### config.mk
export PLATFORM = sky130hd
export DESIGN_NAME = spi_txn_arbiter
export DESIGN_NICKNAME = d
export VERILOG_FILES = /design/src/rtl/spi_ctrl_pkg.sv /design/src/rtl/rr_arbiter.sv /design/src/rtl/spi_txn_arbiter.sv
export SDC_FILE = /design/constraint.sdc
export NUM_CORES = 1
export LEC_CHECK = 0
export ABC_AREA = 1
export CAP_MARGIN = 20
export CORE_ASPECT_RATIO = 0.8
export CORE_MARGIN = 2
export CORE_UTILIZATION = 30
export CTS_CLUSTER_DIAMETER = 80
export DETAILED_ROUTE_END_ITERATION = 8
export GPL_ROUTABILITY_DRIVEN = 0
export GPL_TIMING_DRIVEN = 1
export PLACE_DENSITY = 0.65
export SLEW_MARGIN = 20
export SYNTH_ARGS = -nofsm -noshare
export SYNTH_HDL_FRONTEND = slang
export SYNTH_SLANG_ARGS = --single-unit
### constraint.sdc
create_clock -name clk_i -period 4.1 [get_ports clk_i]
set_input_delay 0.41 -clock clk_i [delete_from_list [all_inputs] [get_ports clk_i]]
set_output_delay 0.41 -clock clk_i [all_outputs]
set_load 0.05 [all_outputs]
### src/rtl/spi_ctrl_pkg.sv
// spi_ctrl_pkg: shared state encoding, RW/CS codes and helpers for the SPI transaction arbiter
package spi_ctrl_pkg;
  typedef enum logic [2:0] {IDLE, ARB, SETUP, SHIFT, HOLD, DONE} state_e;
  localparam logic [1:0] RW_NONE = 2'b00;
  localparam logic [1:0] RW_WR   = 2'b01;
  localparam logic [1:0] RW_RD   = 2'b10;
  localparam logic [1:0] RW_RDWR = 2'b11;
  localparam logic [1:0] CS_IDLE = 2'b00;
  function automatic int max3(int a, int b, int c);
    return (a > b) ? ((a > c) ? a : c) : ((b > c) ? b : c);
  endfunction
  function automatic int unsigned wrap_inc(int unsigned i, int unsigned n);
    return (i + 1 == n) ? 0 : i + 1;
  endfunction
endpackage

### src/rtl/rr_arbiter.sv
// rr_arbiter: combinational round-robin pick of the first set request at or after ptr_i
module rr_arbiter #(
  parameter int NUM_REQ = 3,
  localparam int IW = $clog2(NUM_REQ)
) (
  input  logic [NUM_REQ-1:0] req_i,
  input  logic [IW-1:0]      ptr_i,
  output logic [NUM_REQ-1:0] gnt_o,
  output logic [IW-1:0]      idx_o,
  output logic               valid_o
);
  logic [IW:0] j;
  // Scan from the farthest offset down so the nearest hit is the last one written
  always_comb begin
    j = '0;
    idx_o = '0;
    valid_o = 1'b0;
    for (int k = NUM_REQ - 1; k >= 0; k--) begin
      j = {1'b0, ptr_i} + (IW + 1)'(k);
      j = (j >= (IW + 1)'(NUM_REQ)) ? j - (IW + 1)'(NUM_REQ) : j;
      if (req_i[j[IW-1:0]]) begin
        idx_o = j[IW-1:0];
        valid_o = 1'b1;
      end
    end
    gnt_o = valid_o ? NUM_REQ'(1) << idx_o : '0;
  end
endmodule

### src/rtl/spi_txn_arbiter.sv
// spi_txn_arbiter: round-robin sharing of one SPI master, one 8-bit full-duplex transaction per grant
module spi_txn_arbiter
  import spi_ctrl_pkg::*;
#(
  parameter int NUM_REQ      = 3,
  parameter int SETUP_CYCLES = 2,
  parameter int BYTE_CYCLES  = 9,
  parameter int HOLD_CYCLES  = 1
) (
  input  logic                 clk_i,
  input  logic                 rst_ni,
  input  logic [NUM_REQ-1:0]   req_i,
  input  logic [2*NUM_REQ-1:0] req_cs_i,
  input  logic [2*NUM_REQ-1:0] req_mode_i,
  input  logic [2*NUM_REQ-1:0] req_rw_i,
  input  logic [8*NUM_REQ-1:0] req_wdata_i,
  output logic [NUM_REQ-1:0]   grant_o,
  output logic                 done_o,
  output logic                 err_o,
  output logic [7:0]           rdata_o,
  output logic                 busy_o,
  output logic                 spi_reset_o,
  output logic [1:0]           spi_cs_o,
  output logic [1:0]           spi_mode_o,
  output logic [1:0]           spi_rw_o,
  output logic [7:0]           spi_tx_data_o,
  input  logic [7:0]           spi_rx_data_i
);
  localparam int IW = $clog2(NUM_REQ);
  localparam int CW = $clog2(max3(SETUP_CYCLES, BYTE_CYCLES, HOLD_CYCLES)) + 1;

  state_e state_q, state_d;
  logic [CW-1:0] cnt_q, cnt_d;
  logic [IW-1:0] ptr_q, ptr_d, own_q, own_d;
  logic [NUM_REQ-1:0] grant_q, grant_d;
  logic err_q, err_d;
  logic [7:0] rdata_q, rdata_d, wdata_q, wdata_d;
  logic [1:0] cs_q, cs_d, mode_q, mode_d, rw_q, rw_d;
  logic [NUM_REQ-1:0] arb_gnt;
  logic [IW-1:0] arb_idx;
  logic arb_valid, cnt_z, on_bus;
  logic [1:0] win_cs;

  rr_arbiter #(.NUM_REQ(NUM_REQ)) u_rr (
    .req_i(req_i),
    .ptr_i(ptr_q),
    .gnt_o(arb_gnt),
    .idx_o(arb_idx),
    .valid_o(arb_valid)
  );

  assign win_cs = req_cs_i[2*arb_idx +: 2];
  assign cnt_z  = cnt_q == '0;
  assign on_bus = state_q == SHIFT || state_q == HOLD;

  // Counter free-runs down by default; each state entry overrides with its reload value
  always_comb begin
    state_d = state_q;
    cnt_d = cnt_z ? cnt_q : cnt_q - 1'b1;
    ptr_d = ptr_q;
    own_d = own_q;
    grant_d = grant_q;
    err_d = 1'b0;
    rdata_d = rdata_q;
    wdata_d = wdata_q;
    cs_d = cs_q;
    mode_d = mode_q;
    rw_d = rw_q;
    case (state_q)
      IDLE: state_d = |req_i ? ARB : IDLE;
      ARB: begin
        state_d = IDLE;
        if (arb_valid) begin
          own_d = arb_idx;
          cs_d = win_cs;
          mode_d = req_mode_i[2*arb_idx +: 2];
          rw_d = req_rw_i[2*arb_idx +: 2];
          wdata_d = req_wdata_i[8*arb_idx +: 8];
          if (win_cs == CS_IDLE) begin
            err_d = 1'b1;
            ptr_d = IW'(wrap_inc(32'(arb_idx), NUM_REQ));
          end else begin
            grant_d = arb_gnt;
            cnt_d = CW'(SETUP_CYCLES - 1);
            state_d = SETUP;
          end
        end
      end
      SETUP: if (cnt_z) begin
        state_d = SHIFT;
        cnt_d = CW'(BYTE_CYCLES - 1);
      end
      SHIFT: if (cnt_z) begin
        state_d = HOLD;
        cnt_d = CW'(HOLD_CYCLES - 1);
        rdata_d = rw_q[1] ? spi_rx_data_i : 8'h00;
      end
      HOLD: state_d = cnt_z ? DONE : HOLD;
      DONE: begin
        state_d = IDLE;
        grant_d = '0;
        ptr_d = IW'(wrap_inc(32'(own_q), NUM_REQ));
      end
      default: state_d = IDLE;
    endcase
  end

  always_ff @(posedge clk_i or negedge rst_ni) begin
    if (!rst_ni) begin
      state_q <= IDLE;
      cnt_q <= '0;
      ptr_q <= '0;
      own_q <= '0;
      grant_q <= '0;
      err_q <= 1'b0;
      rdata_q <= '0;
      wdata_q <= '0;
      cs_q <= CS_IDLE;
      mode_q <= '0;
      rw_q <= RW_NONE;
    end else begin
      state_q <= state_d;
      cnt_q <= cnt_d;
      ptr_q <= ptr_d;
      own_q <= own_d;
      grant_q <= grant_d;
      err_q <= err_d;
      rdata_q <= rdata_d;
      wdata_q <= wdata_d;
      cs_q <= cs_d;
      mode_q <= mode_d;
      rw_q <= rw_d;
    end
  end

  assign grant_o       = grant_q;
  assign done_o        = state_q == DONE;
  assign err_o         = err_q;
  assign rdata_o       = rdata_q;
  assign busy_o        = state_q != IDLE;
  assign spi_reset_o   = !on_bus;
  assign spi_cs_o      = on_bus ? cs_q : CS_IDLE;
  assign spi_mode_o    = mode_q;
  assign spi_rw_o      = rw_q;
  assign spi_tx_data_o = wdata_q;
endmodule
==> flow_metrics.tcl <==
set metrics [dict create \
    ir_worst_vdd_mv 0.4032 \
    setup_viol 0 \
    overflow 0 \
    first_pass_iters 4 \
    port-buffer-count 83 \
    dp.cells 468 \
    wire_per_inst_um 12.22 \
    p_seq_frac 0.229 \
    slew_headroom 0.4404 \
    clkLatencyLatePin_ns 0.28 \
    drv_slew 0 \
    p_int_w 0.001344 \
    vias_per_cell 4.709 \
    syn2layout_area_growth_pct 44.89 \
    post-cts-setup-buffers 0 \
    power.share.switching 0.5390 \
    clockPowerShare 0.109 \
    diodes 0 \
    endpoint_kind "primary output" \
    combPwrFrac 0.662 \
    startpoint_type "register" \
    cp.required_ns 3.69 \
    die_x_um 100.6 \
    finalNonFillerCells 475 \
    io_pins 84 \
    ys_seq_area_frac 0.4248 \
    hold_violations 0 \
    worst_pin_slew_ns 0.8394 \
    path_class "register to primary output" \
    syn_nets 364 \
    wirelength_um 5803 \
    p_sw_w 0.001571 \
    antenna_found_initial 0 \
    mostFrequentLayoutCell "nand2_1" \
    start_util 0.3057 \
    cts_buffer_depth 2 \
    vias 2237 \
    placed_cell_area_mm2 0.003131 \
    ctsResizeCount 0 \
    synth_area_mm2 0.002238 \
    drive_gt1_frac 0.08831 \
    cp.arrival_ns 2.45 \
    core-area_mm2 0.007322 \
    cts_inserted_buffers 5 \
    hpwl_um 4468 \
    ant_nets 0 \
    fmax_mhz 349.4 \
    drc 0 \
    period_share 0.6981 \
    fp.dieArea_mm2 0.008173 \
    cap_violations 0 \
    grt_max_degree 39 \
    cp_max_fo 11 \
    hp-class "input pin to async pin" \
    grt_pass1_vias 2132 \
    dieHeight_um 81.26 \
    layout_common_cells "nand2_1, clkdlybuf4s50_1, inv_1, dfrtp_1, nand3_1" \
    postCtsHoldBufs 0 \
    grt_pass1_wl_um 9839 \
    grt_use_total 0.1518 \
    cts_root_buf "clkbuf_8" \
    yosysUniqueCellTypes 29 \
    ys_ff_latch 38 \
    rows 28 \
    p_leak_nw 1.538 \
    synth_cells 304 \
    syn_area_per_cell_um2 7.363 \
    rsz0062_at_grt "false" \
    outcome "completed" \
    nets 445 \
    fin_skew_ns 0.003773 \
    ys_warn_count 0 \
    cts.sinks 38 \
    postLayoutCellArea_mm2 0.003243 \
    p_per_area_mw_per_mm2 899.0 \
    cts_tree "done" \
    min_period_ns 2.862 \
    finalPower_w 0.002916 \
    path_clk_slew_ns 0.07 \
    cts_max_level 2 \
    tns_ns 0 \
    dr.first_iter.drc_count 114 \
]
==> stage by stage <==
step / util / hold WS (ns) / setup WS, ns
after global placement: 0.4275 / 0.4579 / 1.413
after floorplan: - / 0.1144 / 1.762
final: 0.4429 / 0.2295 / 1.238
after CTS: 0.4429 / 0.2629 / 1.212
after global routing: 0.4429 / 0.2909 / 1.081
after detailed placement: 0.4275 / 0.4755 / 1.306
==> state kept, by name (all words and copies together), names as in the netlist <==
signal         cells
err_o              1
own_q              2
ptr_q              2
spi_rw_o           2
state_q            3
spi_tx_data_o      8
cnt_q              5
grant_o            3
cs_q               2
rdata_o            8
spi_mode_o         2
==> worst max-delay path, stage by stage (launching register included) <==
cell	delay (ns)
dfrtp_1	0.42
inv_1	0.12
nand2_1	0.10
inv_1	0.12
nand2_1	0.22
nand2_1	0.18
inv_1	0.09
nor2_1	0.09
clkdlybuf4s50_1	0.82
==> power groups by stage <==
stage	combinational (W)	sequential [W]	clock (W)
3_3_place_gp	0.00191	0.000672	0
5_1_grt	0.00214	0.000695	0.000345
3_5_place_dp	0.00193	0.000668	0
4_1_cts	0.00193	0.000669	0.000325
6_report	0.00193	0.000669	0.000317
2_1_floorplan	0.00103	0.00103	0
==> cell type report <==
cell class              instances  area [um2]
fillers                       728        4079
clock buffers                   6       82.58
repair buffers                 83       825.8
flip-flops and latches         38       950.9
multi-input cells             214        1080
clock inverters                 1       30.03
well taps                      90       112.6
inverters                      43       161.4
==> metal layers <==
layer | track usage | share of wire
met1 | 0.2067 | 0.47
met2 | 0.2275 | 0.44
met3 | 0.05077 | 0.079
met5 | 0 | 0
met4 | 0.04932 | 0.0098
==> worst paths after layout <==
| kind | from | end | slack (ns) | cells after the start |
|---|---|---|---|---|
| worst min-delay path | rst_ni | err_o$_DFF_PN0_ | 0.23 | 1 |
| min in group clk_i | grant_o[0]$_DFFE_PN0P_ | grant_o[0]$_DFFE_PN0P_ | 0.49 | 2 |
| worst max-delay path | state_q[2]$_DFFE_PN0P_ | spi_cs_o[0] | 1.24 | 8 |
| worst min register to register | grant_o[0]$_DFFE_PN0P_ | grant_o[0]$_DFFE_PN0P_ | 0.49 | 2 |
| max in group asynchronous | rst_ni | rdata_o[3]$_DFFE_PN0P_ | 3.34 | 1 |
| worst max register to register | ptr_q[0]$_DFFE_PN0P_ | spi_rw_o[1]$_DFFE_PN0P_ | 1.50 | 11 |
==> cells by family (layout without fill, tap and decap cells) <==
family                   after synthesis  in the layout  share of synthesized area
AO/OA/AOI/OAI                         52             52                     0.1247
adder cells (fa/ha/maj)                5              5                    0.02795
buffers and inverters                 52            133                    0.09279
flip-flops                            38             38                     0.4248
AND/OR/NAND/NOR                      157            157                     0.3298
==> cells in the mapped netlist <==
library cell / count / area, um2
o221ai_1: 1 / 8.760
nand3b_2: 1 / 11.26
nor2_2: 4 / 25.02
o21ai_1: 1 / 5.000
inv_1: 38 / 142.6
ha_1: 5 / 62.56
nor2_1: 10 / 37.54
nor2_4: 3 / 33.78
nand2_1: 87 / 326.6
nand3_1: 33 / 165.2
o31ai_1: 1 / 7.510
nand3_2: 3 / 30.03
buf_4: 2 / 15.01
nor4_2: 1 / 12.51
o21a_1: 1 / 7.510
nand2_2: 6 / 37.54
nand2_4: 1 / 11.26
or2_2: 1 / 6.260
clkbuf_1: 3 / 11.26
inv_2: 5 / 18.77
buf_2: 4 / 20.02
a31oi_1: 2 / 12.51
o211ai_2: 1 / 12.51
a21oi_1: 14 / 70.07
and3_1: 1 / 6.260
nor3_1: 2 / 10.01
dfrtp_1: 38 / 950.9
o21ai_0: 31 / 155.2
nand4_1: 4 / 25.02
Note: power is estimated with default switching activity, not from simulation.
